### config.mk
export PLATFORM = sky130hd
export DESIGN_NAME = fp_mul_seq
export DESIGN_NICKNAME = d
export VERILOG_FILES = /design/src/rtl/fp_mul_seq.sv
export SDC_FILE = /design/constraint.sdc
export NUM_CORES = 1
export LEC_CHECK = 0
export ABC_AREA = 1
export CAP_MARGIN = 0
export CELL_PAD_IN_SITES_DETAIL_PLACEMENT = 1
export CELL_PAD_IN_SITES_GLOBAL_PLACEMENT = 1
export CORE_MARGIN = 4
export CORE_UTILIZATION = 39
export CTS_CLUSTER_SIZE = 12
export DETAILED_ROUTE_END_ITERATION = 8
export PLACE_DENSITY_LB_ADDON = 0.08
export SETUP_SLACK_MARGIN = 0.15
export SYNTH_ARGS = -nofsm -noshare
export SYNTH_HDL_FRONTEND = slang
export SYNTH_SLANG_ARGS = --single-unit
### constraint.sdc
create_clock -name clk -period 3.1 [get_ports clk]
set_input_delay 0.775 -clock clk [delete_from_list [all_inputs] [get_ports clk]]
set_output_delay 0.775 -clock clk [all_outputs]
set_load 0.1 [all_outputs]
### src/rtl/fp_mul_seq.sv
// Sequential IEEE-754 single-precision multiplier: 24-cycle shift-add mantissa product,
// then normalise, round (RNe/RNa/RZ/RU/RD), and pack with IEEE flags.
module fp_mul_seq #(
    parameter int unsigned W = 32,
    parameter int unsigned M = 22,
    parameter int unsigned E = 30
) (
    input  logic         clk,
    input  logic         rst,
    input  logic         act,
    input  logic [W-1:0] in1,
    input  logic [W-1:0] in2,
    input  logic [2:0]   round_m,
    output logic         busy,
    output logic         done,
    output logic [W-1:0] out,
    output logic         ov,
    output logic         un,
    output logic         inv,
    output logic         inexact
);

    localparam int unsigned MW   = M + 1;
    localparam int unsigned EW   = E - M;
    localparam int unsigned SW   = MW + 1;
    localparam int unsigned PW   = 2 * SW;
    localparam int unsigned XW   = EW + 2;
    localparam int unsigned CW   = $clog2(SW);
    localparam int unsigned BIAS = (1 << (EW - 1)) - 1;

    localparam logic [EW-1:0] EXP_ONES = {EW{1'b1}};
    localparam logic [W-1:0]  INF      = {1'b0, {EW{1'b1}}, {MW{1'b0}}};
    localparam logic [W-1:0]  MAXF     = {1'b0, {(EW-1){1'b1}}, 1'b0, {MW{1'b1}}};
    localparam logic [W-1:0]  NANQ     = {1'b0, {EW{1'b1}}, 1'b1, {(MW-1){1'b0}}};

    localparam logic [2:0] S_IDLE  = 3'd0;
    localparam logic [2:0] S_LOAD  = 3'd1;
    localparam logic [2:0] S_MUL   = 3'd2;
    localparam logic [2:0] S_ROUND = 3'd3;
    localparam logic [2:0] S_DONE  = 3'd4;

    localparam logic [2:0] RM_RNE = 3'd0;
    localparam logic [2:0] RM_RNA = 3'd1;
    localparam logic [2:0] RM_RZ  = 3'd2;
    localparam logic [2:0] RM_RU  = 3'd3;
    localparam logic [2:0] RM_RD  = 3'd4;

    logic [2:0]    state_q, state_d;
    logic [W-1:0]  a_q, a_d, b_q, b_d;
    logic [2:0]    rm_q, rm_d;
    logic          spec_q, spec_d, spec_inv_q, spec_inv_d;
    logic [W-1:0]  spec_res_q, spec_res_d;
    logic [XW-1:0] esum_q, esum_d;
    logic [PW-1:0] acc_q, acc_d, mcand_q, mcand_d;
    logic [SW-1:0] mult_q, mult_d;
    logic [CW-1:0] cnt_q, cnt_d;
    logic [XW-1:0] rnd_exp_q, rnd_exp_d;
    logic [MW-1:0] rnd_man_q, rnd_man_d;
    logic          rnd_inx_q, rnd_inx_d;
    logic [W-1:0]  out_q, out_d;
    logic          ov_q, ov_d, un_q, un_d, inv_q, inv_d, inexact_q, inexact_d;
    logic          busy_q, busy_d, done_q, done_d;

    logic [EW-1:0] ea, eb;
    logic [MW-1:0] fa, fb;
    logic          a_zero, b_zero, a_inf, b_inf, a_nan, b_nan, a_snan, b_snan, sign;

    assign ea     = a_q[E:M+1];
    assign eb     = b_q[E:M+1];
    assign fa     = a_q[M:0];
    assign fb     = b_q[M:0];
    assign a_zero = (ea == '0);
    assign b_zero = (eb == '0);
    assign a_inf  = (ea == EXP_ONES) && (fa == '0);
    assign b_inf  = (eb == EXP_ONES) && (fb == '0);
    assign a_nan  = (ea == EXP_ONES) && (fa != '0);
    assign b_nan  = (eb == EXP_ONES) && (fb != '0);
    assign a_snan = a_nan && !fa[MW-1];
    assign b_snan = b_nan && !fb[MW-1];
    assign sign   = a_q[W-1] ^ b_q[W-1];

    // Normalise the accumulated product and decide the rounding increment.
    logic [MW-1:0] man;
    logic [MW:0]   man_inc;
    logic [XW-1:0] exp_n;
    logic          guard, sticky, inc;

    always_comb begin
        if (acc_q[PW-1]) begin
            man    = acc_q[PW-2 -: MW];
            guard  = acc_q[PW-2-MW];
            sticky = |acc_q[PW-3-MW:0];
            exp_n  = esum_q + XW'(1);
        end else begin
            man    = acc_q[PW-3 -: MW];
            guard  = acc_q[PW-3-MW];
            sticky = |acc_q[PW-4-MW:0];
            exp_n  = esum_q;
        end
        inc = 1'b0;
        case (rm_q)
            RM_RNA:  inc = guard;
            RM_RZ:   inc = 1'b0;
            RM_RU:   inc = !sign && (guard || sticky);
            RM_RD:   inc = sign && (guard || sticky);
            default: inc = guard && (sticky || man[0]);
        endcase
        man_inc = {1'b0, man} + SW'(inc);
    end

    always_comb begin
        state_d    = state_q;
        a_d        = a_q;
        b_d        = b_q;
        rm_d       = rm_q;
        spec_d     = spec_q;
        spec_inv_d = spec_inv_q;
        spec_res_d = spec_res_q;
        esum_d     = esum_q;
        acc_d      = acc_q;
        mcand_d    = mcand_q;
        mult_d     = mult_q;
        cnt_d      = cnt_q;
        rnd_exp_d  = rnd_exp_q;
        rnd_man_d  = rnd_man_q;
        rnd_inx_d  = rnd_inx_q;
        out_d      = out_q;
        ov_d       = ov_q;
        un_d       = un_q;
        inv_d      = inv_q;
        inexact_d  = inexact_q;
        busy_d     = busy_q;
        done_d     = 1'b0;
        case (state_q)
            S_IDLE: begin
                if (act && !done_q) begin
                    state_d = S_LOAD;
                    a_d     = in1;
                    b_d     = in2;
                    rm_d    = round_m;
                    busy_d  = 1'b1;
                end
            end
            S_LOAD: begin
                mcand_d    = PW'({1'b1, fa});
                mult_d     = {1'b1, fb};
                acc_d      = '0;
                cnt_d      = '0;
                esum_d     = XW'(ea) + XW'(eb) - XW'(BIAS);
                spec_d     = 1'b1;
                spec_inv_d = 1'b0;
                spec_res_d = NANQ;
                if (a_nan || b_nan)
                    spec_inv_d = a_snan || b_snan;
                else if ((a_zero && b_inf) || (a_inf && b_zero))
                    spec_inv_d = 1'b1;
                else if (a_inf || b_inf)
                    spec_res_d = {sign, INF[W-2:0]};
                else if (a_zero || b_zero)
                    spec_res_d = {sign, {(W-1){1'b0}}};
                else
                    spec_d = 1'b0;
                state_d = S_MUL;
            end
            S_MUL: begin
                acc_d   = acc_q + (mult_q[0] ? mcand_q : '0);
                mcand_d = mcand_q << 1;
                mult_d  = mult_q >> 1;
                cnt_d   = cnt_q + CW'(1);
                if (cnt_q == CW'(SW - 1))
                    state_d = S_ROUND;
            end
            S_ROUND: begin
                // A carry out of the mantissa leaves man_inc[MW-1:0] at zero, i.e. 1.0 x 2^(e+1).
                rnd_exp_d = exp_n + XW'(man_inc[MW]);
                rnd_man_d = man_inc[MW-1:0];
                rnd_inx_d = guard || sticky;
                state_d   = S_DONE;
            end
            S_DONE: begin
                ov_d      = 1'b0;
                un_d      = 1'b0;
                inv_d     = 1'b0;
                inexact_d = 1'b0;
                if (spec_q) begin
                    out_d = spec_res_q;
                    inv_d = spec_inv_q;
                end else if (!rnd_exp_q[XW-1] && (rnd_exp_q >= XW'(EXP_ONES))) begin
                    ov_d      = 1'b1;
                    inexact_d = 1'b1;
                    case (rm_q)
                        RM_RZ:   out_d = {sign, MAXF[W-2:0]};
                        RM_RU:   out_d = sign ? {1'b1, MAXF[W-2:0]} : INF;
                        RM_RD:   out_d = sign ? {1'b1, INF[W-2:0]} : MAXF;
                        default: out_d = {sign, INF[W-2:0]};
                    endcase
                end else if (rnd_exp_q[XW-1] || (rnd_exp_q == '0)) begin
                    un_d      = 1'b1;
                    inexact_d = 1'b1;
                    out_d     = {sign, {(W-1){1'b0}}};
                end else begin
                    out_d     = {sign, rnd_exp_q[EW-1:0], rnd_man_q};
                    inexact_d = rnd_inx_q;
                end
                done_d  = 1'b1;
                busy_d  = 1'b0;
                state_d = S_IDLE;
            end
            default: state_d = S_IDLE;
        endcase
    end

    always_ff @(posedge clk) begin
        if (rst) begin
            state_q    <= S_IDLE;
            a_q        <= '0;
            b_q        <= '0;
            rm_q       <= '0;
            spec_q     <= 1'b0;
            spec_inv_q <= 1'b0;
            spec_res_q <= '0;
            esum_q     <= '0;
            acc_q      <= '0;
            mcand_q    <= '0;
            mult_q     <= '0;
            cnt_q      <= '0;
            rnd_exp_q  <= '0;
            rnd_man_q  <= '0;
            rnd_inx_q  <= 1'b0;
            out_q      <= '0;
            ov_q       <= 1'b0;
            un_q       <= 1'b0;
            inv_q      <= 1'b0;
            inexact_q  <= 1'b0;
            busy_q     <= 1'b0;
            done_q     <= 1'b0;
        end else begin
            state_q    <= state_d;
            a_q        <= a_d;
            b_q        <= b_d;
            rm_q       <= rm_d;
            spec_q     <= spec_d;
            spec_inv_q <= spec_inv_d;
            spec_res_q <= spec_res_d;
            esum_q     <= esum_d;
            acc_q      <= acc_d;
            mcand_q    <= mcand_d;
            mult_q     <= mult_d;
            cnt_q      <= cnt_d;
            rnd_exp_q  <= rnd_exp_d;
            rnd_man_q  <= rnd_man_d;
            rnd_inx_q  <= rnd_inx_d;
            out_q      <= out_d;
            ov_q       <= ov_d;
            un_q       <= un_d;
            inv_q      <= inv_d;
            inexact_q  <= inexact_d;
            busy_q     <= busy_d;
            done_q     <= done_d;
        end
    end

    assign busy    = busy_q;
    assign done    = done_q;
    assign out     = out_q;
    assign ov      = ov_q;
    assign un      = un_q;
    assign inv     = inv_q;
    assign inexact = inexact_q;

endmodule

==> impl_metrics.tcl <==
set metrics [dict create \
    clock_latency_ns 0.55 \
    endpoint_kind "register" \
    switching_share_pct 30.8 \
    vias 17300 \
    intPower_w 0.00693 \
    antenna_found_initial 0 \
    area_delta_synth_final_pct 19.7 \
    drv_slew 0 \
    postPlaceCellArea_um2 18800 \
    worst_slack_ns 0.105 \
    syn_nets 2849 \
    die_w_um 217 \
    io_pins 108 \
    async_reset_ff_share_pct 0 \
    power.net_switching_w 0.00308 \
    maxCapViolCount 0 \
    p_per_area_nw_per_um2 491 \
    synth_ff_type "dfxtp_1" \
    yosys_warnings 0 \
    syn_area_per_cell_um2 6.29 \
    ys_seq_area_share_pct 33.1 \
    fmax_mhz 334 \
    htree_levels 2 \
    wirelength_um 57500 \
    crit_arrival_ns 3.44 \
    grt_usage_pct 24.2 \
    pre_cts_slack_ns -0.160 \
    grt_pass1_vias 18100 \
    dieArea_um2 47100 \
    drive_gt1_share_pct 9.31 \
    status "complete, no violations" \
    min_path_type "reg -> reg" \
    post_drt_wl_per_cell_um 16.7 \
    rsz0062_at_grt "yes" \
    hold_viol 0 \
    skew_ns 0.0109 \
    p_comb_share_pct 18.1 \
    synth_cell_types 52 \
    layout_commonest_cell "nand2_1" \
    cts_made_buffers 35 \
    dp.cells 3354 \
    tightestPinTransition_ns 0.983 \
    fin_area_um2 20400 \
    leakage_nw 9.58 \
    dr.pass1.iters 5 \
    finalCriticalPeriod_ns 3.00 \
    n_antenna_cell 0 \
    drcViolationCount 0 \
    vias_per_cell 5.05 \
    grt_max_degree 188 \
    routabilityCongestion 0.902 \
    critPathMaxFanout 2 \
    final_cell_count_no_fill 3432 \
    hpwl_um 42900 \
    start_util_pct 39.5 \
    path_class "reg -> reg" \
    synth_cells 2709 \
    port_buffers 107 \
    die_y_um 217 \
    min_period_over_period_pct 96.6 \
    sequentialPowerShare_pct 40.7 \
    grt_overflow 0 \
    syn_area_um2 17000 \
    cts_sinks 282 \
    coreArea_um2 43200 \
    nFillCells 5730 \
    nets 2966 \
    clock_path_buffers 3 \
    vdd_ir_drop_max_mv 0.334 \
    cts.hold.buffers_added 0 \
    clock-root-buffer "clkbuf_16" \
    ant_nets 0 \
    critPathLaunchType "register" \
    crit_required_ns 3.55 \
    clk_pin_slew_worst_paths_ns 0.06 \
    fin_util_pct 47.2 \
    synth_edf_count 0 \
    layout_common_cells "nand2_1, inv_1, dfxtp_1" \
    ys_ff_latch 282 \
    drt_iter0_markers 878 \
    setup_violations 0 \
    rows 76 \
    clock_power_share_pct 41.1 \
    slew_headroom_pct 34.5 \
    cts_tree "yes" \
    grt_pass1_wl_um 93800 \
]
power by group through the flow:
stage	clock [W]	sequential, W	combinational [W]
CTS	0.00424	0.00408	0.00181
detailed placement	0	0.00415	0.00177
floorplan	0	0.00412	0.00118
global placement	0	0.00413	0.00173
global route	0.00439	0.00411	0.00204
finish	0.00412	0.00408	0.00182
cell usage after synthesis (all sizes together), types with 2 or more instances:
library cell | count | area [µm²]
o22ai | 14 | 87.6
nand4 | 35 | 219
fa | 2 | 40.0
o21ai | 171 | 871
nor3 | 25 | 184
nor3b | 2 | 15.0
inv | 477 | 1790
o211ai | 7 | 52.6
xor2 | 21 | 199
a41oi | 7 | 61.3
nand3b | 6 | 57.6
buf | 29 | 184
o21bai | 5 | 37.5
or2 | 13 | 81.3
clkbuf | 75 | 282
a211oi | 2 | 15.0
dfxtp | 282 | 5650
a31oi | 2 | 12.5
a21oi | 269 | 1350
nor4 | 9 | 56.3
ha | 68 | 851
a221oi | 34 | 298
nor2 | 269 | 1080
nand2 | 738 | 2790
a21o | 3 | 22.5
xnor2 | 7 | 61.3
and2 | 2 | 12.5
nand3 | 129 | 651
cell families after synthesis:
group / Yosys count / synth area share (%)
buf+inv: 582 / 13.3
flops: 282 / 33.1
xor+xnor: 28 / 1.53
simple gates: 1229 / 30.2
compound gates: 518 / 16.7
fa+ha+maj: 70 / 5.23
layer usage:
layer | up-vias | routed length, µm | share of wire (%) | track usage, %
li1 | 8825 | - | - | -
met1 | 8167 | 26300 | 46 | 31.1
met2 | 240 | 27700 | 48 | 42.4
met3 | 93 | 1720 | 3.0 | 3.21
met4 | 0 | 1680 | 2.9 | 7.19
met5 | - | 0 | 0 | 0
repair_timing:
item / CTS / global route
resized for setup: 44 / 31
setup endpoints to repair: 9 / 10
buffers inserted: 15 / 5
pin swaps: 22 / 22
registers in the layout, indices dropped and copies added (netlist names), 3 cells and up:
register	cells
a_q	32
mult_q	24
rnd_exp_q	10
b_q	32
state_q	3
acc_q	48
cnt_q	5
rm_q	3
spec_res_q	3
rnd_man_q	23
esum_q	10
out	32
mcand_q	48
metrics by stage:
| step | hold slack (ns) | total power (W) | TNS, ns |
|---|---|---|---|
| floorplan | 0.425 | 0.00530 | 0 |
| global placement | 0.445 | 0.00586 | -0.0532 |
| detailed placement | 0.458 | 0.00592 | -0.511 |
| CTS | 0.466 | 0.0101 | -0.0328 |
| global route | 0.495 | 0.0105 | -0.781 |
| finish | 0.465 | 0.0100 | 0 |
layout make-up:
type / count / area [µm²] / area share, %
clock buffers: 46 / 967 / 4.74
clock inverters: 12 / 178 / 0.871
inverters: 478 / 1800 / 8.83
multi-input cells: 1845 / 9360 / 45.9
flip-flops and latches: 282 / 5660 / 27.8
well taps: 585 / 732 / 3.59
repair buffers: 184 / 1700 / 8.33
worst paths after layout:
| check | from | end | slack (ns) | cells past startpoint |
|---|---|---|---|---|
| min reg2reg | mult_q[23] | mult_q[23] | 0.47 | 2 |
| max reg2reg | acc_q[14] | rnd_exp_q[4] | 0.10 | 20 |
| min | mult_q[23] | mult_q[23] | 0.47 | 2 |
| max | acc_q[14] | rnd_exp_q[4] | 0.10 | 20 |
critical path: stages, from the launching register on:
cell and delay, ns:
dfxtp_2 0.34, nor4_4 0.28, buf_4 0.15, and2_1 0.16, nand4_1 0.16, a22oi_2 0.21, nand2_2 0.09, ha_4 0.18
nand3_4 0.09, nor3_4 0.05, nand4_1 0.11, nor3_2 0.06, buf_4 0.15, ha_4 0.17, ha_4 0.17, nand2_4 0.07
nor2_4 0.04, buf_6 0.13, xnor2_1 0.11, o21ai_1 0.14, inv_1 0.05
(Power assumes the default switching activity.)
